`src/rtl/ram_port_arbiter.sv`:
```
// ram_port_arbiter
// Two-master round-robin arbiter that serialises a CPU port (master 0) and a
// secondary DMA/video port (master 1) onto one single-port RAM. Each granted
// transaction spends READ_LATENCY cycles in ACCESS with the RAM signals held
// stable, then one RESP cycle where the winning master's ACK is high.
// All outputs come straight from registers.
module ram_port_arbiter #(
  parameter int ADDR_W       = 16,
  parameter int DATA_W       = 16,
  // Legal range 1..15; the latency counter is 4 bits wide.
  parameter int READ_LATENCY = 1
) (
  input  logic              wire_clock,
  input  logic              wire_reset_n,

  input  logic              wire_M0_REQ,
  input  logic              wire_M0_RW,
  input  logic [ADDR_W-1:0] bus_M0_ADDRESS,
  input  logic [DATA_W-1:0] bus_M0_DATA_IN,
  output logic [DATA_W-1:0] bus_M0_DATA_OUT,
  output logic              wire_M0_ACK,

  input  logic              wire_M1_REQ,
  input  logic              wire_M1_RW,
  input  logic [ADDR_W-1:0] bus_M1_ADDRESS,
  input  logic [DATA_W-1:0] bus_M1_DATA_IN,
  output logic [DATA_W-1:0] bus_M1_DATA_OUT,
  output logic              wire_M1_ACK,

  output logic [ADDR_W-1:0] bus_RAM_ADDRESS,
  output logic              wire_RW,
  output logic [DATA_W-1:0] bus_RAM_DATA_IN,
  input  logic [DATA_W-1:0] bus_RAM_DATA_OUT
);

  // ACCESS lasts cnt+1 cycles, so loading LATENCY-1 gives exactly
  // READ_LATENCY cycles of stable address/data (and of wire_RW for writes).
  localparam logic [3:0] CNT_LOAD = 4'(READ_LATENCY - 1);

  typedef enum logic [1:0] {
    ST_IDLE   = 2'd0,
    ST_ACCESS = 2'd1,
    ST_RESP   = 2'd2
  } state_t;

  // Per-master request views, indexed by master id.
  logic [1:0]        req_vec;
  logic [1:0]        rw_vec;
  logic [ADDR_W-1:0] addr_vec  [2];
  logic [DATA_W-1:0] wdata_vec [2];

  // FSM and datapath registers.
  state_t            state_reg;
  logic              grant_reg;       // master owning the current transaction
  logic              last_grant_reg;  // master granted most recently
  logic              write_reg;       // current transaction is a write
  logic [3:0]        cnt_reg;
  logic [ADDR_W-1:0] ram_addr_reg;
  logic              ram_rw_reg;
  logic [DATA_W-1:0] ram_wdata_reg;
  logic [DATA_W-1:0] rdata_reg [2];
  logic [1:0]        ack_reg;

  // Arbitration decision for the current IDLE cycle.
  logic              pick_valid;
  logic              pick_id;

  assign req_vec      = {wire_M1_REQ, wire_M0_REQ};
  assign rw_vec       = {wire_M1_RW,  wire_M0_RW};
  assign addr_vec[0]  = bus_M0_ADDRESS;
  assign addr_vec[1]  = bus_M1_ADDRESS;
  assign wdata_vec[0] = bus_M0_DATA_IN;
  assign wdata_vec[1] = bus_M1_DATA_IN;

  // Pick the requester; on a tie the master that did not win last time goes.
  always_comb begin
    pick_valid = |req_vec;
    pick_id    = 1'b0;
    if (req_vec[0] && req_vec[1]) begin
      pick_id = ~last_grant_reg;
    end else if (req_vec[1]) begin
      pick_id = 1'b1;
    end
  end

  // Main FSM: grant in IDLE, hold the RAM port through ACCESS, pulse ACK in RESP.
  always_ff @(posedge wire_clock or negedge wire_reset_n) begin
    if (!wire_reset_n) begin
      state_reg      <= ST_IDLE;
      grant_reg      <= 1'b0;
      last_grant_reg <= 1'b1;  // so master 0 wins the first tie
      write_reg      <= 1'b0;
      cnt_reg        <= 4'd0;
      ram_addr_reg   <= '0;
      ram_rw_reg     <= 1'b0;
      ram_wdata_reg  <= '0;
      rdata_reg[0]   <= '0;
      rdata_reg[1]   <= '0;
      ack_reg        <= 2'b00;
    end else begin
      case (state_reg)
        ST_IDLE: begin
          // Address and write data keep their last values while idle.
          ack_reg    <= 2'b00;
          ram_rw_reg <= 1'b0;
          if (pick_valid) begin
            grant_reg      <= pick_id;
            last_grant_reg <= pick_id;
            write_reg      <= rw_vec[pick_id];
            ram_addr_reg   <= addr_vec[pick_id];
            ram_wdata_reg  <= wdata_vec[pick_id];
            ram_rw_reg     <= rw_vec[pick_id];
            cnt_reg        <= CNT_LOAD;
            state_reg      <= ST_ACCESS;
          end
        end

        ST_ACCESS: begin
          if (cnt_reg != 4'd0) begin
            cnt_reg <= cnt_reg - 4'd1;
          end else begin
            // Read data is valid on this edge; writes leave DATA_OUT alone.
            if (!write_reg) begin
              rdata_reg[grant_reg] <= bus_RAM_DATA_OUT;
            end
            ram_rw_reg         <= 1'b0;
            ack_reg[grant_reg] <= 1'b1;
            state_reg          <= ST_RESP;
          end
        end

        ST_RESP: begin
          // Requests are deliberately ignored here; a held REQ is seen in IDLE.
          ack_reg   <= 2'b00;
          state_reg <= ST_IDLE;
        end

        default: begin
          ack_reg    <= 2'b00;
          ram_rw_reg <= 1'b0;
          state_reg  <= ST_IDLE;
        end
      endcase
    end
  end

  assign bus_RAM_ADDRESS = ram_addr_reg;
  assign wire_RW         = ram_rw_reg;
  assign bus_RAM_DATA_IN = ram_wdata_reg;
  assign bus_M0_DATA_OUT = rdata_reg[0];
  assign bus_M1_DATA_OUT = rdata_reg[1];
  assign wire_M0_ACK     = ack_reg[0];
  assign wire_M1_ACK     = ack_reg[1];

endmodule

```
`config.mk`:
```
export PLATFORM = sky130hd
export DESIGN_NAME = ram_port_arbiter
export DESIGN_NICKNAME = d
export VERILOG_FILES = /design/src/rtl/ram_port_arbiter.sv
export SDC_FILE = /design/constraint.sdc
export NUM_CORES = 1
export LEC_CHECK = 0
export CAP_MARGIN = 10
export CORE_UTILIZATION = 42
export CTS_CLUSTER_SIZE = 12
export DETAILED_ROUTE_END_ITERATION = 8
export PLACE_DENSITY = 0.84
export SLEW_MARGIN = 20
export SYNTH_ARGS = -nofsm -noshare
export SYNTH_HDL_FRONTEND = slang
export SYNTH_SLANG_ARGS = --single-unit
export TNS_END_PERCENT = 100
```
`constraint.sdc`:
```
create_clock -name wire_clock -period 2.7 [get_ports wire_clock]
set_input_delay 0.54 -clock wire_clock [delete_from_list [all_inputs] [get_ports wire_clock]]
set_output_delay 0.54 -clock wire_clock [all_outputs]
set_load 0.02 [all_outputs]
```
Word level (Yosys, flattened, before mapping):

Cells that the tools add are included.

* mux-type cells: 26
* reduce and logical (&&, ||, !) cells: 12
* bitwise logic cells: 7
* $add $sub $neg: 1
* order comparisons: 6
* equality and inequality tests: 5

Operators by type and width (count)
* 2-to-1 mux 16 bit: 7
* bitwise mux 32 bit: 1
* demux 16 bit (select 1 bit): 1
* 2-to-1 mux 2 bit: 4
* 2-to-1 mux 4 bit: 2
* one-hot mux 4 bit (2 select lines): 1
* 2-to-1 mux 1 bit: 7
* inequality test 2 bit, second input constant: 3
* AND reduction 2 bit: 3
* AND reduction 3 bit: 2
* >= comparator 2 bit, second input constant: 2
* < comparator 1 x 2 -> 1 bit, second input constant: 2
* inverter 1 bit: 4
* inverter 1 -> 2 bit: 2
* one-hot mux 2 bit (2 select lines): 1
* nonzero test 4 bit: 1
* subtractor 4 x 1 -> 4 bit, second input constant: 1
* logical AND 1 bit: 3
* one-hot mux 1 bit (3 select lines): 1
* equality test 2 x 1 -> 1 bit, second input constant: 1
* equality test 2 bit, second input constant: 1
* logical NOT 2 bit: 1
* < comparator 2 x 1 -> 1 bit, second input constant: 1
* bitwise OR 2 bit: 1
* other kinds (4): 4

* register bits after elaboration: 76
* output and inout port bits: 67

Longest topological paths before layout:

Gate-level depths: netlist of the first run.

* depth after elaboration: 7
* mapped depth: 6
* mapped depth without buffers: 5

Worst setup path after synthesis of the first run:

Ideal clock, no wire load.

* kind: register to register
* start: register cnt_reg[0]
* end: register rdata_reg, in the netlist bus_M1_DATA_OUT[10]
* clock period less this slack: 1.879 ns
* library setup time: 0.125 ns
* arrival: 1.754 ns
* setup slack: 0.821 ns
* cell stages (with the launch flop): 7
* path buffers: 1
* cells stage by stage: dfrtp_1 > inv_1 > ha_1 > nand4bb_4 > nor4b_4 > buf_6 > mux2_2

* cells in the longest elaborated chain, start to end: 3

RTL lines
* start: declaration: line 57 `logic [3:0] cnt_reg;`
* start signal: assignment: line 120 `cnt_reg <= cnt_reg - 4'd1;`
* nonzero test 4 bit: line 119 `if (cnt_reg != 4'd0) begin`
* inverter 1 bit (no source line)
* AND reduction 3 bit (no source line)
* end signal: indexed assignment: line 124 `rdata_reg[grant_reg] <= bus_RAM_DATA_OUT;`
* end: declaration: line 61 `logic [DATA_W-1:0] rdata_reg [2];`

Every way passes these cells.
A chain may end at the register's enable or synchronous reset.

Worst setup path after layout of the first run:

* start: register cnt_reg[0]
* end: register rdata_reg, in the netlist bus_M1_DATA_OUT[11]

Same word-level chain as after synthesis.

==> run metrics, run 1 <==
Syn Inst Count=222; fin. max-slew vios=0; cts bufs inserted=9; first-pass GRT wire length=13100 um; Root Driver=clkbuf_8; GP Congestion=0.793; final WL=8120 um; DRC viols=0; Finish-stage setup viols=0; diode count=0; Worst Path Required=2.93 ns; area share of the largest cell type after synthesis=55.4%; final net count=466; die area=8430 um2; GRT Overall Usage=20.2%; RSZ-0062 raised after global routing=no; Reg area=1900 um2; WL per Instance=16.7 um; detailed placer's ending HPWL=5770 um; commonest cells after routing, fill and taps aside=clkdlybuf4s50_1 (151), mux2_2 (98), dfrtp_1 (75), clkbuf_8 (9); Crit. Startpoint=cnt_reg[0]; Hold WC Path Type=input pin to asynchronous set/reset pin; R2R depth=6; number of synthesized register bits=76; commonest non-fill, non-tap cell in the layout=clkdlybuf4s50_1; cts repair resizes=0; FMAX=0.512 GHz; multi-input logic area=1410 um2; syn_area_per_cell=15.3 um2; Post-CTS Setup Repair Bufs=0; top_reg_cell synth=dfrtp_1; Final period util=72.4%; Die Wd=91.8 um; final hold viol count=0; Layout area overhead=55.8%; Slew HR=37.6%; clock skew=0.0116 ns; Synth area leader=dfrtp_1; Yosys warning total=0; CP endpoint kind=flip-flop; Seq/Total Area, Yosys=56.2%; DR pass1 iterations=4; DP Worst Slack=0.440 ns; Clock Latency Late Sink=0.34 ns; origin of the critical flop-to-flop path=cnt_reg[0]; PortBufs=152; Max Cap Viol=0; critical path startpoint category=flip-flop; cell area after synthesis=3390 um2; outcome=complete, no violations; initial antenna violation count=0; setup slack, reg-to-reg=0.75 ns; total grt overflow=0; detailed-route vias per instance=4.97; reg2reg end=bus_M1_DATA_OUT[11]; worst-margin pin slew=0.937 ns; Synth cell types=30; Setup CP Type=flip-flop to flip-flop; Die H=91.8 um; Ports=153; Mapped Nets=310; Site Rows=32; final setup margin=0.746 ns; CTS max path bufs=2; htree depth=3; Fillers=574; crit path time final=1.95 ns; Initial Utilization=43.6%; share of post-route cells with drive strength above 1=32.9%; largest net degree at the start of global routing=77; Leak Pwr=2.16 nW; via count=2411; CTS tree=yes; CTS Hold Bufs=0; critical path peak fanout=16; worst endpoint data arrival time=2.19 ns; synth top area cells=dfrtp_1 (55%), mux2_2 (33%), buf_4 (1.1%), mux2i_1 (0.89%), o31ai_1 (0.89%); FFs w/ async S/R, synth=100%; core area=7770 um2; Cell Pwr Density=1170 nW/um2; maximum VDD drop=648 uV; clock transition at the registers of the reported paths=0.09 ns; vias in the first global route=2563; DR iter-0 viols=38; Post-synth EDFFs=0; clock sink total=76; Final TNS setup=0 ns; Routed Antenna Nets=0
## cells in the mapped netlist, drive strengths merged, types with 2 or more instances
cell / count
mux2: 98
dfrtp: 75
buf: 10
inv: 4
o31ai: 4
mux2i: 3
nand3: 3
ha: 2
nor2: 2
nor3: 2
o21ai: 2
or3: 2
## critical path, cell delays in order, from the launching register on
cell and delay [ns]:
dfrtp_1 0.39, inv_1 0.12, ha_1 0.24, nand4bb_4 0.18, nor4b_4 0.24, buf_4 0.29, mux2_2 0.38
## cell type report
class,count,share of cell area (%)
inverters,4,0.284
flip-flops and latches,76,36.1
multi-input cells,131,26.7
repair buffers,156,29.8
clock inverters,7,2.35
well taps,102,2.42
clock buffers,9,2.35
## worst max-delay path by stage
stage                          end  slack [ns]  cells after the start
2_1_floorplan  bus_M1_DATA_OUT[10]        0.82                      6
3_3_place_gp    bus_RAM_DATA_IN[2]        0.47                      5
3_5_place_dp    bus_RAM_DATA_IN[2]        0.44                      5
4_1_cts        bus_M1_DATA_OUT[11]        0.75                      6
5_1_grt         bus_M1_DATA_OUT[0]        0.66                      6
6_report       bus_M1_DATA_OUT[11]        0.75                      6
## kinds of logic after synthesis
kind of cell	after synthesis	synth area share, %
multiplexers	101	33.5
flip-flops	76	56.2
AND/OR/NAND/NOR	17	4.65
buffers and inverters	15	2.59
AO/OA/AOI/OAI	11	2.36
adder cells (fa/ha/maj)	2	0.739
## routing by layer
metal	global-route usage, %	part of all wire (%)	wire length (um)
met4	6.64	1.4	111
met2	34.7	50	4050
met1	23.9	40	3270
met3	6.63	8.4	682
met5	0	0	0
## power breakdown
part / internal (mW) / leakage [nW] / switching (mW)
logic: 1.68 / 1.12 / 1.36
clock network: 0.620 / 0.120 / 0.446
registers: 1.71 / 0.914 / 0.358
total: 4.01 / 2.16 / 2.16
## metrics by stage
stage / area (um2) / util [%] / hold slack, ns / power [mW] / instances
floorplan: 3390 / - / 0.244 / 3.73 / 222
global placement: 5030 / 64.8 / 0.465 / 5.03 / 469
detailed placement: 5030 / 64.8 / 0.480 / 5.15 / 469
CTS: 5280 / 67.9 / 0.374 / 6.23 / 485
global route: 5280 / 67.9 / 0.416 / 6.48 / 485
finish: 5280 / 67.9 / 0.342 / 6.17 / 485
No activity file was read; power rests on OpenSTA's default activity.
==> run 2: changes to the inputs <==
clock period = 1.8 ns   (was 2.7 ns; I/O delays follow)
==> run metrics, run 2 (synthesis results as in run 1) <==
outcome=complete, but fails checks; failing checks=negative setup slack; detailed placer's ending HPWL=5960 um; WL per Instance=16.1 um; crit-path leading delay family=buffers and inverters; clock transition at the registers of the reported paths=0.08 ns; worst path cell trace=inv_2, ha_4, nand4bb_4, nor4b_4, buf_4, clkbuf_16, mux2_2; Fillers=573; Logic pwr share=51.6%; Final period util=101%; Routed Antenna Nets=0; Initial Utilization=43.6%; sw frac=34.7%; htree depth=3; DRC viols=0; Min Hold Slack=0.483 ns; total grt overflow=0; placed insts=477; non-filler cells in the finished layout=500; final net count=481; Finish-stage setup viols=8; via count=2468; critical path startpoint category=flip-flop; clock sink total=76; largest net degree at the start of global routing=35; Layout area overhead=61.7%; Max Cap Viol=0; Clock Latency Late Sink=0.34 ns; Net Sw Power=3.27 mW; vias in the first global route=2550; final setup margin=-0.0191 ns; crit path time final=1.82 ns; GP Congestion=0.817; GRT Overall Usage=19.4%; worst endpoint data arrival time=2.05 ns; Slew HR=68.6%; CTS tree=yes; Die Wd=91.8 um; Tot Pwr=9.41 mW; Cell Pwr Density=1720 nW/um2; sequential power share=32.6%; diode count=0; cts bufs inserted=9; DP Worst Slack=-0.247 ns; share of post-route cells with drive strength above 1=35.9%; Worst Path Required=2.03 ns; Int Power=6.14 mW; Die H=91.8 um; initial antenna violation count=0; DR pass1 iterations=4; core area=7770 um2; DR iter-0 viols=18; clock skew=0.0157 ns; maximum VDD drop=1060 uV; Leak Pwr=2.26 nW; detailed-route vias per instance=4.94; final hold viol count=0; clock share of power=15.8%; Root Driver=clkbuf_8; final WL=8060 um; commonest non-fill, non-tap cell in the layout=clkdlybuf4s50_1; RSZ-0062 raised after global routing=yes; fin. max-slew vios=0; FMAX=0.550 GHz; Ports=153; commonest cells after routing, fill and taps aside=clkdlybuf4s50_1 (151), mux2_2 (89), dfrtp_1 (75), buf_4 (13), clkbuf_8 (10); max incr delay on CP=0.40 ns; die area=8430 um2; first-pass GRT wire length=12600 um; Hold WC Path Type=flip-flop to flip-flop; CP max stage cell=dfrtp_1; PortBufs=152; worst-margin pin slew=0.470 ns; worst path buffer plus inverter count=3; CTS max path bufs=2; Setup CP Type=flip-flop to flip-flop; critical path peak fanout=8; Site Rows=32; CP endpoint kind=flip-flop
run 2: changes by cell type in the layout (fill, tap and decap cells not counted), sizes merged:
cell	delta
clkbuf	+2
dlygate4sd3	+1
clkinv	-1
inv	+1
buf	+13
bufinv	-1
run 2: timing repair:
action	in CTS	in global routing
hold endpoints to repair	30	0
hold buffers	1	0
setup buffers	0	5
resized for setup	1	8
pin swaps	0	1
endpoints found under the setup margin	5	32
gates cloned	0	1
run 2: worst paths after layout:
path | slack (ns) | from | depth (start not counted) | endpoint
max | -0.02 | cnt_reg[1] | 7 | bus_M1_DATA_OUT[12]
max in group asynchronous | 0.73 | wire_reset_n | 3 | last_grant_reg
min | 0.48 | ack_reg[0] | 2 | ack_reg[0]
min in group asynchronous | 0.49 | wire_reset_n | 2 | cnt_reg[3]
min reg2reg | 0.48 | ack_reg[0] | 2 | ack_reg[0]
max reg2reg | -0.02 | cnt_reg[1] | 7 | bus_M1_DATA_OUT[12]
run 2: routing by layer:
metal | share of wire [%] | global-route usage [%] | vias to the layer above | wire length, um
met4 | 2.2 | 7.42 | 0 | 174
li1 | - | - | 1146 | -
met2 | 49 | 32.9 | 105 | 3940
met1 | 40 | 22.6 | 1203 | 3260
met5 | 0 | 0 | - | 0
met3 | 8.5 | 6.80 | 14 | 681
run 2: worst register-to-register path, stage by stage, from the launching register on:
cell       delay, ns
dfrtp_1         0.40
inv_2           0.09
ha_4            0.15
nand4bb_4       0.13
nor4b_4         0.27
buf_4           0.18
clkbuf_16       0.16
mux2_2          0.33
run 2: metrics by stage:
step / util [%] / TNS (ns) / cell area [um2]
final: 70.5 / -0.109 / 5480
after global routing: 70.5 / -1.31 / 5480
after CTS: 69.3 / -0.0187 / 5390
after detailed placement: 66.2 / -7.32 / 5140
after global placement: 66.2 / -6.55 / 5140
after floorplan: - / -0.710 / 3400
run 2: cell type report:
cell class	instances	area, um2	area share, %
well taps	102	128	2.33
repair buffers	171	1740	31.8
inverters	4	15.0	0.274
clock inverters	6	93.8	1.71
clock buffers	10	138	2.51
flip-flops and latches	76	1900	34.7
multi-input cells	131	1460	26.6
run 2: power by group through the flow:
stage               Clock, mW  Sequential [mW]  Combinational, mW
floorplan                   0             3.95               1.67
global placement            0             3.06               4.65
detailed placement          0             3.11               4.73
CTS                      1.53             3.08               4.75
global route             1.59             3.19               5.14
finish                   1.49             3.06               4.85
==> run 3: changes to the inputs <==
CORE_ASPECT_RATIO = 1.5   (was unset)
==> run metrics, run 3 (synthesis results as in run 1) <==
DR pass1 iterations=4; final hold viol count=0; crit path time final=1.79 ns; Final period util=99.7%; commonest cells after routing, fill and taps aside=clkdlybuf4s50_1 (151), mux2_2 (95), dfrtp_1 (75), clkbuf_16 (9), buf_12 (6); worst path cell trace=inv_2, ha_4, nand4bb_4, nor4b_4, buf_12, mux2_2; DR iter-0 viols=58; fin. max-slew vios=0; GP Congestion=0.758; placed insts=476; Ports=153; cts bufs inserted=9; first-pass GRT wire length=13100 um; crit-path leading delay family=simple AND/OR/NAND/NOR gates; largest net degree at the start of global routing=35; Hold WC Path Type=input pin to asynchronous set/reset pin; maximum VDD drop=1290 uV; Cell Pwr Density=1730 nW/um2; Die Wd=75.3 um; clock skew=0.00340 ns; worst-margin pin slew=0.412 ns; final WL=8390 um; total grt overflow=0; Setup CP Type=flip-flop to flip-flop; Max Cap Viol=0; worst path buffer plus inverter count=2; worst endpoint data arrival time=2.00 ns; CTS max path bufs=2; Fillers=561; Leak Pwr=2.23 nW; outcome=complete, no violations; FMAX=0.557 GHz; PortBufs=152; Initial Utilization=43.9%; clock sink total=76; vias in the first global route=2819; commonest non-fill, non-tap cell in the layout=clkdlybuf4s50_1; Die H=112 um; non-filler cells in the finished layout=491; die area=8430 um2; Slew HR=72.4%; RSZ-0062 raised after global routing=yes; Min Hold Slack=0.477 ns; critical path startpoint category=flip-flop; Routed Antenna Nets=0; critical path peak fanout=16; DRC viols=0; Final Cell Area=5430 um2; CTS tree=yes; detailed-route vias per instance=5.04; core area=7710 um2; Worst Path Required=2.01 ns; Site Rows=39; CP endpoint kind=flip-flop; Clock Latency Late Sink=0.33 ns; final setup margin=0.00524 ns; CP max stage cell=dfrtp_1; WL per Instance=17.1 um; diode count=0; placed inst area=5140 um2; initial antenna violation count=0; share of post-route cells with drive strength above 1=34.2%; Reg area=1900 um2; Tot Pwr=9.42 mW; multi-input logic area=1430 um2; GRT Overall Usage=21.3%; Layout area overhead=60.3%; clock transition at the registers of the reported paths=0.05 ns; DP Worst Slack=-0.255 ns; htree depth=3; via count=2473; detailed placer's ending HPWL=6360 um; final net count=474; Finish-stage setup viols=0; Root Driver=clkbuf_16; Post-CTS Setup Repair Bufs=0; max incr delay on CP=0.39 ns
==> run 3: final timing paths <==
| check | start | slack (ns) | to | cells after the start |
|---|---|---|---|---|
| setup / recovery | cnt_reg[1] | 0.005 | bus_M1_DATA_OUT[15] | 6 |
| hold / removal | wire_reset_n | 0.48 | bus_M0_DATA_OUT[15] | 2 |
| setup reg to reg | cnt_reg[1] | 0.005 | bus_M1_DATA_OUT[15] | 6 |
| hold reg to reg | ack_reg[0] | 0.49 | ack_reg[0] | 2 |
| max in group asynchronous | wire_reset_n | 0.67 | last_grant_reg | 3 |
| min in group wire_clock | ack_reg[0] | 0.49 | ack_reg[0] | 2 |
==> run 3: what timing repair did <==
item                       4_1_cts  5_1_grt
cloned                           0        0
hold endpoints to repair        22        0
setup endpoints to repair       23       32
hold buffers                     1        0
resized for setup                1        3
==> run 3: layout make-up <==
type / count / share of cell area, %
clock buffers: 11 / 4.47
clock inverters: 3 / 0.277
inverters: 4 / 0.277
multi-input cells: 131 / 26.4
flip-flops and latches: 76 / 35.1
well taps: 102 / 2.35
repair buffers: 164 / 31.1
==> run 3: layer usage <==
layer  global-route usage, %  vias to the layer above  wire length, um
met5                       0                        -                0
met4                    9.14                        0              173
met3                    8.42                       13              755
met2                    38.9                      105             4680
met1                    19.8                     1222             2780
li1                        -                     1133                -
==> run 3: metrics by stage <==
stage,util (%),TNS [ns]
6_report,70.4,0
5_1_grt,70.4,-1.82
4_1_cts,70.3,-0.122
3_5_place_dp,66.7,-7.75
3_3_place_gp,66.7,-6.78
2_1_floorplan,-,-0.710
==> run 3: power breakdown <==
| part | switching, mW | internal (mW) | leakage (nW) |
|---|---|---|---|
| Combinational | 2.09 | 2.64 | 1.18 |
| Sequential | 0.533 | 2.57 | 0.914 |
| Clock | 0.631 | 0.946 | 0.131 |
==> RTL edit 1 (config.mk and constraints of run 2) <==
The 3 states of `state_t` get a one-hot encoding in 3 bits.
--- a/src/rtl/ram_port_arbiter.sv
+++ b/src/rtl/ram_port_arbiter.sv
@@ -37,10 +37,10 @@
   // READ_LATENCY cycles of stable address/data (and of wire_RW for writes).
   localparam logic [3:0] CNT_LOAD = 4'(READ_LATENCY - 1);
 
-  typedef enum logic [1:0] {
-    ST_IDLE   = 2'd0,
-    ST_ACCESS = 2'd1,
-    ST_RESP   = 2'd2
+  typedef enum logic [2:0] {
+    ST_IDLE   = 3'b001,
+    ST_ACCESS = 3'b010,
+    ST_RESP   = 3'b100
   } state_t;
 
   // Per-master request views, indexed by master id.
Check against the original RTL: no difference found for any inputs over 10 cycles, from zero or initial values and one cycle with wire_reset_n low; not proved beyond that.
==> RTL edit 1 against run 2 <==
The run still ends with negative setup slack left; non-clock buffer count up 8; sequential cell count up 1; routed wire length up 12%; setup slack worse by 78 ps; design area up 4.7%; total power up 14%; synthesized area unchanged; highest routed layer unchanged; synthesized cell count up 2.7%; critical endpoint is now bus_RAM_ADDRESS[5]$_DFFE_PN0P_.
==> RTL edit 1: results <==
outcome:
  status: "finished, violations left"
  violations: "negative setup slack"
global_routing:
  grt_max_degree: 34
  grt_use_total_pct: 20.8
  grt_pass1_vias: 2723
  grt_pass1_wl_um: 13400
placed_design:
  place_ws_ps: -245
  dp_hpwl_um: 6040
  gp_congestion: 0.743
  dp_cells: 492
route:
  drtPass1Iterations: 4
  vias: 2552
  drt-vias-per-instance: 4.96
  drtIter0Drc: 53
  wl_per_cell_um: 17.5
layout:
  seq_share_pct: 33.7
  buffers: 179
  nets: 496
  final_layout_size_suffix_gt1_share_pct: 37.3
  final-clk-cell-share_pct: 4.17
  fillers: 495
  buffer_area_share_pct: 31.8
  antennaDiodeCount: 0
  multi_input_area_um2: 1600
  num-multi-input-gates: 137
sta:
  setup_violations: 48
  tightestPinTransition_ps: 400
  setup_tns_ps: -2700
  setup_ws_ps: -97.3
  hold_ws_ps: 452
  fin_worst_skew_ps: 11.0
critical_path:
  cp_slowest_cell: "dfstp_2"
  critPathMaxFanout: 15
  r2r_cells: 4
  critPathTopFamily: "simple AND/OR/NAND/NOR gates"
  worstSetupEndpoint: "bus_RAM_ADDRESS[5]$_DFFE_PN0P_"
  critPathMaxStageDelay_ps: 580
  crit_start: "state_reg[0]$_DFFE_PN1P_"
  critical_path_class: "flip-flop to flip-flop"
  cp.arrival_ps: 2120
  rrSetupSlack_ps: -100
  rr_endpoint: "bus_RAM_ADDRESS[5]$_DFFE_PN0P_"
synth:
  yosys_warnings: 0
  synth.avg_cell_area_um2: 14.9
  ys_ff_latch: 77
  yosysSeqAreaShare_pct: 57.0
  syn-num-nets: 316
  ys_top_cells_by_count: "96 x mux2_2, 75 x dfrtp_1, 6 x o21ai_0"
  yosys-top-cells-area: "dfrtp_1 55%, mux2_2 32%, dfstp_2 1.6%, o21ai_0 0.89%, a21oi_1 0.74%"
clocking:
  htree_levels: 3
  cts.repair.resized: 4
  clkTransAtPathRegs_ps: 90
  cts_hold_buf: 1
worst_hold_path:
  hold_path.class: "input pin to asynchronous set/reset pin"
power:
  total_leakage_power_nw: 2.45
  ir_drop_v: 0.000980
[RTL edit 1: metal layers]
layer	part of all wire, %	track usage (%)	vias to the layer above
met5	0	0	-
met4	2.3	8.72	0
met3	5.6	4.56	15
met2	50	38.0	90
met1	42	23.3	1261
li1	-	-	1186
[RTL edit 1: power by group]
part	switching (mW)	internal, mW
Sequential	0.532	2.62
Combinational	2.53	3.48
Clock	0.644	0.922
[RTL edit 1: stage by stage]
step | cell area (um^2) | total power, mW
final | 5730 | 10.7
after global routing | 5730 | 11.3
after detailed placement | 5240 | 8.32
after floorplan | 3470 | 5.93
after CTS | 5530 | 10.0
after global placement | 5240 | 8.17
[RTL edit 1: kinds of logic after synthesis]
group,after synthesis,share of synthesized area (%)
AOI/OAI and AO/OA,18,3.21
adders and majority gates,2,0.739
buffers and inverters,14,2.44
DFF,77,57.0
muxes,97,32.2
and+or+nand+nor,20,4.43
==> RTL edit 2 (flow settings as in run 2) <==
Made on the original files. Set the parameter `DATA_W` to 20 (it was 16).
--- a/src/rtl/ram_port_arbiter.sv
+++ b/src/rtl/ram_port_arbiter.sv
@@ -6,7 +6,7 @@
 // All outputs come straight from registers.
 module ram_port_arbiter #(
   parameter int ADDR_W       = 16,
-  parameter int DATA_W       = 16,
+  parameter int DATA_W       = 20,
   // Legal range 1..15; the latency counter is 4 bits wide.
   parameter int READ_LATENCY = 1
 ) (
Interface: changed (6 resized); port bits go from 153 to 177. The function was not compared with the original's and may differ.
==> RTL edit 2 against run 2 <==
Combinational power increased by 21%; highest routed layer unchanged; synthesized area increased by 19%; sequential share of layout area decreased by 0.63 points; total power increased by 16%; the run still ends with negative setup slack left; setup slack got worse by 38 ps; sequential cell count increased by 12; count of clock-buffer cells in the layout unchanged; die area increased by 18%; routed wire length increased by 18%; design area increased by 18%; global-route usage decreased by 0.31 points.
==> RTL edit 2: results <==
placed_design:
  dp_hpwl_um: 6800
  postPlaceCellArea_um2: 6040
global_routing:
  grt_use_total_pct: 19.1
  grt_pass1_vias: 2998
layout:
  buffer_area_share_pct: 32.1
  fillers: 611
  final-clk-cell-share_pct: 3.27
  num-multi-input-gates: 150
  buffers: 205
  fin_area_um2: 6460
synth:
  yosysSeqAreaShare_pct: 54.8
  ys_types: 34
  yosys-top-cells-area: "dfrtp_1 54%, mux2_2 21%, mux2_4 11%, buf_6 2.2%, mux2_1 2.0%"
  synth_compound_area_share_pct: 2.33
sta:
  fin_worst_skew_ps: 13.3
  tightestPinTransition_ps: 485
  setup_ws_ps: -57.5
  setup_violations: 14
power:
  ir_drop_v: 0.000749
  total_leakage_power_nw: 2.75
route:
  wl_per_cell_um: 16.1
  drtIter0Drc: 68
outcome:
  violations: "negative setup slack"
  status: "finished, violations left"
critical_path:
  critPathMaxFanout: 5
clocking:
  cts_sinks: 88
  post_cts_buffers: 6
worst_hold_path:
  hold_path.class: "input pin to asynchronous set/reset pin"
-- RTL edit 2: metal layers --
layer	global-route usage, %	wire length, um
met1	22.4	3760
met2	32.5	4680
met5	0	0
met4	7.24	167
met3	6.27	931
-- RTL edit 2: where the power goes --
group	internal, mW	leakage (nW)	switching, mW
clock	0.699	0.101	0.731
combinational	3.40	1.59	2.49
sequential	2.97	1.06	0.611
-- RTL edit 2: per-stage QoR --
stage / setup TNS, ps / total power, mW / setup WS [ps]
after CTS: -551 / 10.9 / -55.4
after floorplan: 0 / 6.59 / 96.5
after global placement: -7720 / 8.99 / -232
final: -396 / 10.9 / -57.5
after global routing: -2740 / 11.5 / -131
after detailed placement: -9130 / 9.16 / -252
-- RTL edit 2: path summary, 6_finish.rpt --
kind                                        start                         endpoint  cells past startpoint
setup reg to reg           cnt_reg[0]$_DFFE_PN0P_   bus_M1_DATA_OUT[3]$_DFFE_PN0P_                      7
setup / recovery           cnt_reg[0]$_DFFE_PN0P_   bus_M1_DATA_OUT[3]$_DFFE_PN0P_                      7
max in group asynchronous            wire_reset_n       last_grant_reg$_DFFE_PN1P_                      2
min in group wire_clock    ack_reg[0]$_DFFE_PN0P_           ack_reg[0]$_DFFE_PN0P_                      2
hold reg to reg            ack_reg[0]$_DFFE_PN0P_           ack_reg[0]$_DFFE_PN0P_                      2
hold / removal                       wire_reset_n  bus_M1_DATA_OUT[10]$_DFFE_PN0P_                      2
-- RTL edit 2: critical path, stage by stage (launching register included) --
cell and delay [ps]:
dfrtp_1 410, inv_2 90, ha_4 150, nand4bb_4 130, nor4b_4 310, buf_4 200, clkbuf_16 150, mux2_4 300
-- RTL edit 2: cell families after synthesis --
logic type | Yosys count
mux | 115
flops | 88
simple gates | 18
buf+inv | 17
compound gates | 15
fa+ha+maj | 2
